File: config.mk
export PLATFORM = sky130hd
export DESIGN_NAME = hazard_control_unit
export DESIGN_NICKNAME = d
export VERILOG_FILES = /design/src/rtl/hazard_control_unit.sv
export SDC_FILE = /design/constraint.sdc
export NUM_CORES = 1
export LEC_CHECK = 0
export BUFFER_PORTS_ARGS = -buffer_cell sky130_fd_sc_hd__buf_2
export CAP_MARGIN = 20
export CORE_MARGIN = 1
export CORE_UTILIZATION = 40
export CTS_BUF_LIST = sky130_fd_sc_hd__clkbuf_4 sky130_fd_sc_hd__clkbuf_8
export CTS_CLUSTER_DIAMETER = 100
export DETAILED_ROUTE_END_ITERATION = 16
export PLACE_DENSITY_LB_ADDON = 0.2
export RECOVER_POWER = 25
export SLEW_MARGIN = 20
export SYNTH_ARGS = -nofsm -noshare
export SYNTH_HDL_FRONTEND = slang
export SYNTH_SLANG_ARGS = --single-unit
File: constraint.sdc
create_clock -name Clk -period 4.15 [get_ports Clk]
set_clock_uncertainty 0.05 [all_clocks]
set_input_delay 0.83 -clock Clk [delete_from_list [all_inputs] [get_ports Clk]]
set_output_delay 0.83 -clock Clk [all_outputs]
set_load 0.02 [all_outputs]
File: src/rtl/hazard_control_unit.sv
// hazard_control_unit: load-use / branch-operand hazard detection and stall sequencing for a 5-stage MIPS pipeline
// Ports: Clk/Rst (async active-high); DEC operand specifiers and use flags, Branch_DEC, Redirect_DEC;
//        EX/MEM producer destination, RegWrite, MemRead; ExtStall freeze input;
//        PCWrite, IFID_Write, IF_Flush, IDEX_Bubble, StallActive controls; saturating StallCycles, FlushCount.
module hazard_control_unit #(
  parameter int REG_W           = 5,
  parameter int CNT_W           = 16,
  parameter int BRANCH_IN_ID    = 1,
  parameter int LOAD_USE_CYCLES = 1
) (
  input  logic             Clk,
  input  logic             Rst,
  input  logic [REG_W-1:0] Rs_DEC,
  input  logic [REG_W-1:0] Rt_DEC,
  input  logic             UsesRs_DEC,
  input  logic             UsesRt_DEC,
  input  logic             Branch_DEC,
  input  logic             Redirect_DEC,
  input  logic [REG_W-1:0] RegDst_EX,
  input  logic             RegWrite_EX,
  input  logic             MemRead_EX,
  input  logic [REG_W-1:0] RegDst_MEM,
  input  logic             RegWrite_MEM,
  input  logic             MemRead_MEM,
  input  logic             ExtStall,
  output logic             PCWrite,
  output logic             IFID_Write,
  output logic             IF_Flush,
  output logic             IDEX_Bubble,
  output logic             StallActive,
  output logic [CNT_W-1:0] StallCycles,
  output logic [CNT_W-1:0] FlushCount
);
  localparam logic [0:0] RUN  = 1'b0;
  localparam logic [0:0] HOLD = 1'b1;
  localparam logic [1:0] LU   = 2'(LOAD_USE_CYCLES);
  localparam bit         BR_ID = (BRANCH_IN_ID != 0);
  logic [0:0]       r_state;
  logic [1:0]       r_remain;
  logic [CNT_W-1:0] r_stall_cnt;
  logic [CNT_W-1:0] r_flush_cnt;
  logic             w_ex_hit;
  logic             w_mem_hit;
  logic [1:0]       w_n_lu;
  logic [1:0]       w_n_br;
  logic [1:0]       w_n;
  logic             w_stall;
  logic             w_flush;
  // $0 is hardwired to zero, so it can never carry a dependency
  assign w_ex_hit  = RegWrite_EX & (RegDst_EX != '0) &
                     ((UsesRs_DEC & (Rs_DEC == RegDst_EX)) | (UsesRt_DEC & (Rt_DEC == RegDst_EX)));
  assign w_mem_hit = RegWrite_MEM & (RegDst_MEM != '0) &
                     ((UsesRs_DEC & (Rs_DEC == RegDst_MEM)) | (UsesRt_DEC & (Rt_DEC == RegDst_MEM)));
  // Branch operands are needed one stage earlier, so producers need more lead time;
  // overlapping hazards take the largest requirement rather than accumulating
  always_comb begin
    w_n_lu = (w_ex_hit & MemRead_EX) ? LU : 2'd0;
    w_n_br = !(BR_ID & Branch_DEC) ? 2'd0 :
             w_ex_hit ? (MemRead_EX ? 2'd2 : 2'd1) :
             (w_mem_hit & MemRead_MEM) ? 2'd1 : 2'd0;
    w_n    = (w_n_lu > w_n_br) ? w_n_lu : w_n_br;
  end
  assign w_stall     = ~Rst & (ExtStall | (r_state == HOLD) | (w_n != 2'd0));
  assign w_flush     = ~Rst & Redirect_DEC & ~w_stall;
  assign StallActive = w_stall;
  assign PCWrite     = ~w_stall;
  assign IFID_Write  = ~w_stall;
  assign IDEX_Bubble = w_stall;
  assign IF_Flush    = w_flush;
  assign StallCycles = r_stall_cnt;
  assign FlushCount  = r_flush_cnt;
  // ExtStall freezes the sequence so it resumes exactly where it stopped
  always_ff @(posedge Clk or posedge Rst) begin
    if (Rst) begin
      r_state  <= RUN;
      r_remain <= 2'd0;
    end else if (!ExtStall) begin
      if (r_state == HOLD) begin
        r_remain <= r_remain - 2'd1;
        if (r_remain == 2'd1) r_state <= RUN;
      end else if (w_n != 2'd0) begin
        r_remain <= w_n - 2'd1;
        if (w_n > 2'd1) r_state <= HOLD;
      end
    end
  end
  always_ff @(posedge Clk or posedge Rst) begin
    if (Rst) begin
      r_stall_cnt <= '0;
      r_flush_cnt <= '0;
    end else begin
      if (w_stall && r_stall_cnt != '1) r_stall_cnt <= r_stall_cnt + 1'b1;
      if (w_flush && r_flush_cnt != '1) r_flush_cnt <= r_flush_cnt + 1'b1;
    end
  end
endmodule

Word level (Yosys, flattened, before mapping)
Index checks and enable logic that the tools add are counted.
{ "word_totals": {"inputBits": 31, "out_inout_bits": 37, "reg_bits": 35} }
{ "classes": {"mux": 12, "bitwise": 20, "order_cmp": 2, "add_sub_neg": 4, "n_eq_ne": 7, "n_reduce_logical": 7} }
{ "op_table": {"columns": ["op", "count"], "rows": [
  ["$add 16x1->16 const B", 2],
  ["$ne 16x16->1 const B", 2],
  ["$eq 5x5->1", 4],
  ["$and 1x1->1", 13],
  ["$mux 2", 6],
  ["$reduce_bool 5->1", 2],
  ["$mux 1", 6],
  ["$or 1x1->1", 4],
  ["$reduce_bool 2->1", 2],
  ["$sub 2x1->2 const B", 2],
  ["$not 1->1", 3],
  ["$eq 2x1->1 const B", 1],
  ["$gt 1x2->1", 1],
  ["$gt 2x1->1 const B", 1],
  ["$logic_and 1x1->1", 2],
  ["$reduce_and 2->1", 1]
]} }

Longest topological paths before layout
{ "depth": {"word_depth": 16, "mapped_depth": 15} }

Worst setup path after synthesis
OpenSTA, ideal clock, no wires.
{ "synth_path": {"path_kind": "in2out", "start": "input RegDst_EX[1]", "end": "output StallActive", "t_required_ns": 3.270, "stages": 10, "path_slack_ns": 0.229, "arrival_ns": 3.041, "path_cell_list": "or4_1 o21a_1 and2_4 buf_6 a21oi_1 ha_1 or3b_1 nand2_1 inv_2 buf_4"} }
{ "synth_via": {"elab_chain_len": 11, "word_cells_on_any_way": 17, "classes_between": "order compare (1); eq/ne (2); mux (4); bitwise (8); reduce/logical (2)"} }
{ "synth_lines": {"columns": ["item", "line", "rtl"], "rows": [
  ["from (decl)", "19", "input logic [REG_W-1:0] RegDst_EX,"],
  ["$eq 5x5->1", "51", "((UsesRs_DEC & (Rs_DEC == RegDst_EX)) | (UsesRt_DEC & (Rt_DEC == RegDst_EX)));"],
  ["$and 1x1->1", "51", null],
  ["$or 1x1->1", "51", null],
  ["$and 1x1->1 *", "50", "assign w_ex_hit = RegWrite_EX & (RegDst_EX != '0) &"],
  ["$and 1x1->1 or $mux 2 (tied branches)", "57, 59", null],
  ["$mux 1 or $mux 2 (tied branches)", "57, 58", null],
  ["$gt 1x2->1", "61", "w_n = (w_n_lu > w_n_br) ? w_n_lu : w_n_br;"],
  ["$mux 2 *", "61", null],
  ["$reduce_bool 2->1 *", "63", "assign w_stall = ~Rst & (ExtStall | (r_state == HOLD) | (w_n != 2'd0));"],
  ["$or 1x1->1 *", "63", null],
  ["$and 1x1->1 *", "63", null],
  ["to (decl)", "30", "output logic StallActive,"]
]} }
Every way passes the cells marked *; elsewhere a longest branch is shown, timed or not.

Final worst setup path
{ "layout_path": {"start": "input RegDst_EX[1]", "end": "output IF_Flush"} }
{ "layout_via": {"elab_chain_len": 13, "word_cells_on_any_way": 19, "classes_between": "order compare (1); eq/ne (2); mux (4); bitwise (10); reduce/logical (2)"} }
{ "layout_lines": {"columns": ["item", "line", "rtl"], "rows": [
  ["$eq 5x5->1", "51", null],
  ["$and 1x1->1", "51", null],
  ["$or 1x1->1", "51", null],
  ["$and 1x1->1 *", "50", null],
  ["$and 1x1->1 or $mux 2 (tied branches)", "57, 59", null],
  ["$mux 1 or $mux 2 (tied branches)", "57, 58", null],
  ["$gt 1x2->1", "61", null],
  ["$mux 2 *", "61", null],
  ["$reduce_bool 2->1 *", "63", null],
  ["$or 1x1->1 *", "63", null],
  ["$and 1x1->1 *", "63", null],
  ["$not 1->1 *", "64", "assign w_flush = ~Rst & Redirect_DEC & ~w_stall;"],
  ["$and 1x1->1 *", "64", null],
  ["to (decl)", "28", "output logic IF_Flush,"]
]} }
Marked as above.

==> out/results.md <==
| Item | Reported | Unit |
| --- | --- | --- |
| Run status | completed | - |
| Max_cap viols | 0 | - |
| Layout-stage area growth over the synthesis result | 25.7 | % |
| Adder and majority cell fraction of the synthesized area | 2.51 | % |
| Detailed router's first-iteration violation count | 21 | - |
| Crit path cell chain | buf_2, or4_1, o21a_1, and2_4, a21oi_1, ha_1, or3b_1, nand3b_1, inv_2, buf_2 | - |
| Routed wire length on met3 | 207 | µm |
| DRC Markers | 0 | - |
| Most used cell, CP | sky130_fd_sc_hd__buf_2 | - |
| Clock sink total | 35 | - |
| Final net count | 308 | - |
| Vias in the first global route | 1572 | - |
| Total I/O pin count | 68 | - |
| Synthesized Nets | 233 | - |
| Synth Area in Simple Gates | 21.1 | % |
| Portion of the post-synthesis area used by sequential elements | 43.9 | % |
| Leakage power summed over all cells | 1.21 | nW |
| Met2 WL | 1930 | µm |
| TritonCTS Buffers | 5 | - |
| Post-route standard cell area excluding fillers | 2510 | µm² |
| Post-CTS sizing | 0 | - |
| Routed vias/inst | 4.80 | - |
| Routability congestion estimate from global placement | 0.832 | - |
| Startpoint-to-endpoint class of the critical path | input port to output port | - |
| Share of final-layout standard cells stronger than drive strength 1 | 31.4 | % |
| Count of vias placed by the detailed router | 1638 | - |
| Hold WC Path Type | register to register | - |
| Die Width | 72.6 | µm |
| Clock network latency to the later pin of the worst-skew pair | 280 | ps |
| Number of cells on the worst hold path | 1 | - |
| Count of unique library cells instantiated by Yosys | 42 | - |
| Largest net degree at the start of global routing | 21 | - |
| Signal arrival time at the worst endpoint | 3110 | ps |
| Post-DP Area | 2420 | µm² |
| Core Region | 4750 | µm² |
| Logic depth of the worst register-to-register path | 4 | - |
| Overflow left after global routing | 0 | - |
| Fraction of synthesized area in multiplexers | 1.13 | % |
| Avg Synthesized Cell Area | 10.1 | µm² |
| DR pass1 iterations | 2 | - |
| Initial cell density of the core | 42.0 | % |
| Netlist Area Pre-Place | 2000 | µm² |
| H-tree level count | 2 | - |
| Count of state elements after synthesis | 35 | - |
| Routed Antenna Nets | 0 | - |
| Total power | 1.00 | mW |
| Slew Limit Headroom | 36.1 | % |
| Startpoint kind of the worst setup timing path | input port | - |
| Global-route wire length before repair | 6960 | µm |
| Fraction of the mapped netlist area in compound gates | 6.21 | % |
| Ratio of final minimum period to clock period | 96.2 | % |
| Worst-path fanout max | 7 | - |
| PwrDens | 400 | nW/µm² |
| Post-CTS clock slew at the launch and capture registers of the worst setup and hold paths | 60 | ps |
| Warnings from Yosys | 0 | - |
| Number of antenna violations at the first check in global routing | 0 | - |
| Final period demand of the worst path | 3990 | ps |
| Start point of the worst min-delay path | FlushCount[12] | - |
| Met1 layer wirelength in the final routing | 1890 | µm |
| Fin. max-slew vios | 0 | - |
| Clock tree from TritonCTS | built | - |
| Largest stage delay on the critical path | 540 | ps |
| Post-CTS Hold Buffers | 0 | - |
| Uppermost signal routing layer after detailed routing | met4 | - |
| Max VDD drop | 0.000139 | V |
| Tot GR Track Use | 17.1 | % |
| Xor-xnor portion of the synthesized cell area | 21.9 | % |
| Main combinational cell family by area after synthesis | XOR/XNOR gates | - |
| Post-synthesis cell type with the largest combined area | sky130_fd_sc_hd__dfrtp_1 | - |
| Fraction of post-synthesis cell area in the top cell type by area | 43.9 | % |
| Synth Instances | 198 | - |
| CP bufs+invs | 3 | - |
| Async S/R FF share, synth | 100 | % |
| Post-Place Cells | 333 | - |
| Setup violations, final | 0 | - |
| Post-Route Utilization | 52.8 | % |
| Clock root buffer | sky130_fd_sc_hd__clkbuf_8 | - |
| Start point of the critical path | RegDst_EX[1] | - |
| Crit path capture type | output port | - |
| Final cell count without fillers | 341 | - |
| Count of buffers from port buffering | 67 | - |
| Worst Max-Slew Pin Slew | 958 | ps |
| Logic depth of the worst path, buffers included | 10 | - |
| Setup Fix Bufs, Post-CTS | 0 | - |
| Cell Rows | 25 | - |
| Die Outline Area | 5280 | µm² |
| Per-cell routed wire length | 11.9 | µm |
| Diode insertion count for antenna repair | 0 | - |
| Number of buffers on the longest clock path | 2 | - |
| Number of flops mapped to enable cells by yosys | 0 | - |
| Main flop type after synthesis | sky130_fd_sc_hd__dfrtp_1 | - |
| Largest cells by area after synthesis | sky130_fd_sc_hd__dfrtp_1 (44%), sky130_fd_sc_hd__xnor2_1 (15%), sky130_fd_sc_hd__xor2_1 (7.0%) | - |
| Die height | 72.6 | µm |
| HPWL after detailed placement | 3250 | µm |
| Data required time of the critical path | 3270 | ps |
| F_max | 250 | MHz |
| R2r startpoint | r_state | - |
| Setup total negative slack | 0 | ps |
| Master of the slowest instance on the critical path | sky130_fd_sc_hd__or4_1 | - |
| Cell type group with the largest total delay on the critical path | simple AND/OR/NAND/NOR gates | - |
| RSZ-0062 raised after global routing | false | - |
| Final hold violation count | 0 | - |
| Wirelength, routed | 4070 | µm |
## synthesized netlist by cell type (2+ instances only)
library cell / number
sky130_fd_sc_hd__nor4_1: 4
sky130_fd_sc_hd__ha_1: 4
sky130_fd_sc_hd__nand3_1: 13
sky130_fd_sc_hd__a21oi_1: 3
sky130_fd_sc_hd__nor3_1: 4
sky130_fd_sc_hd__inv_2: 3
sky130_fd_sc_hd__buf_4: 2
sky130_fd_sc_hd__nor2_1: 7
sky130_fd_sc_hd__nand2_1: 19
sky130_fd_sc_hd__mux2_1: 2
sky130_fd_sc_hd__dfrtp_1: 35
sky130_fd_sc_hd__a31oi_1: 2
sky130_fd_sc_hd__xor2_1: 16
sky130_fd_sc_hd__o21a_1: 2
sky130_fd_sc_hd__nand4_1: 11
sky130_fd_sc_hd__or4_1: 2
sky130_fd_sc_hd__inv_1: 7
sky130_fd_sc_hd__xnor2_1: 34
sky130_fd_sc_hd__and3_1: 5
## path summary, 6_finish.rpt
path	end	slack [ps]
max	IF_Flush	160
min	FlushCount[12]	440
max reg2reg	FlushCount[1]	2140
min reg2reg	FlushCount[12]	440
max in group asynchronous	StallCycles[2]	2370
min in group asynchronous	r_state	480
## logic make-up after synthesis
family	Yosys count
XOR/XNOR	50
adder cells (fa/ha/maj)	4
multiplexers	2
AO/OA/AOI/OAI	18
AND/OR/NAND/NOR	76
buffers and inverters	13
flip-flops	35
## layout by cell type, fill, tap and decap left out, types with 5 or more instances in the layout
cell type and n:
sky130_fd_sc_hd__and3_1 5, sky130_fd_sc_hd__buf_2 67, sky130_fd_sc_hd__clkbuf_8 5, sky130_fd_sc_hd__dfrtp_1 35, sky130_fd_sc_hd__inv_1 7, sky130_fd_sc_hd__nand2_1 19, sky130_fd_sc_hd__nand3_1 13, sky130_fd_sc_hd__nand4_1 11
sky130_fd_sc_hd__nor2_1 7, sky130_fd_sc_hd__xnor2_1 34, sky130_fd_sc_hd__xor2_1 16
## sequential cells by signal, summed over array words and instances, names as in the netlist
name / flops
FlushCount: 16
r_remain: 2
StallCycles: 16
r_state: 1
## metrics by stage
step | hold WS [ps] | setup WS, ps
global route | 455 | 7.28
CTS | 441 | 134
detailed placement | 433 | 149
finish | 441 | 158
floorplan | 404 | 229
global placement | 425 | 184
## where the power goes
group,internal (mW),total (mW),switching [mW]
logic,0.123,0.292,0.168
clock network,0.131,0.245,0.114
registers,0.402,0.467,0.0652
## per-layer routing
layer,global-route usage [%],up-vias
li1,-,843
met1,22.2,737
met2,28.1,54
met3,3.31,4
met4,6.54,0
met5,0,-
## cell type report
class | instances | area [µm²]
fillers | 469 | 2250
multi-input cells | 150 | 1060
flip-flops and latches | 35 | 876
repair buffers | 71 | 362
clock buffers | 7 | 83.8
well taps | 67 | 83.8
inverters | 10 | 37.5
clock inverters | 1 | 5.00
Note: power is estimated with default switching activity, not from simulation.
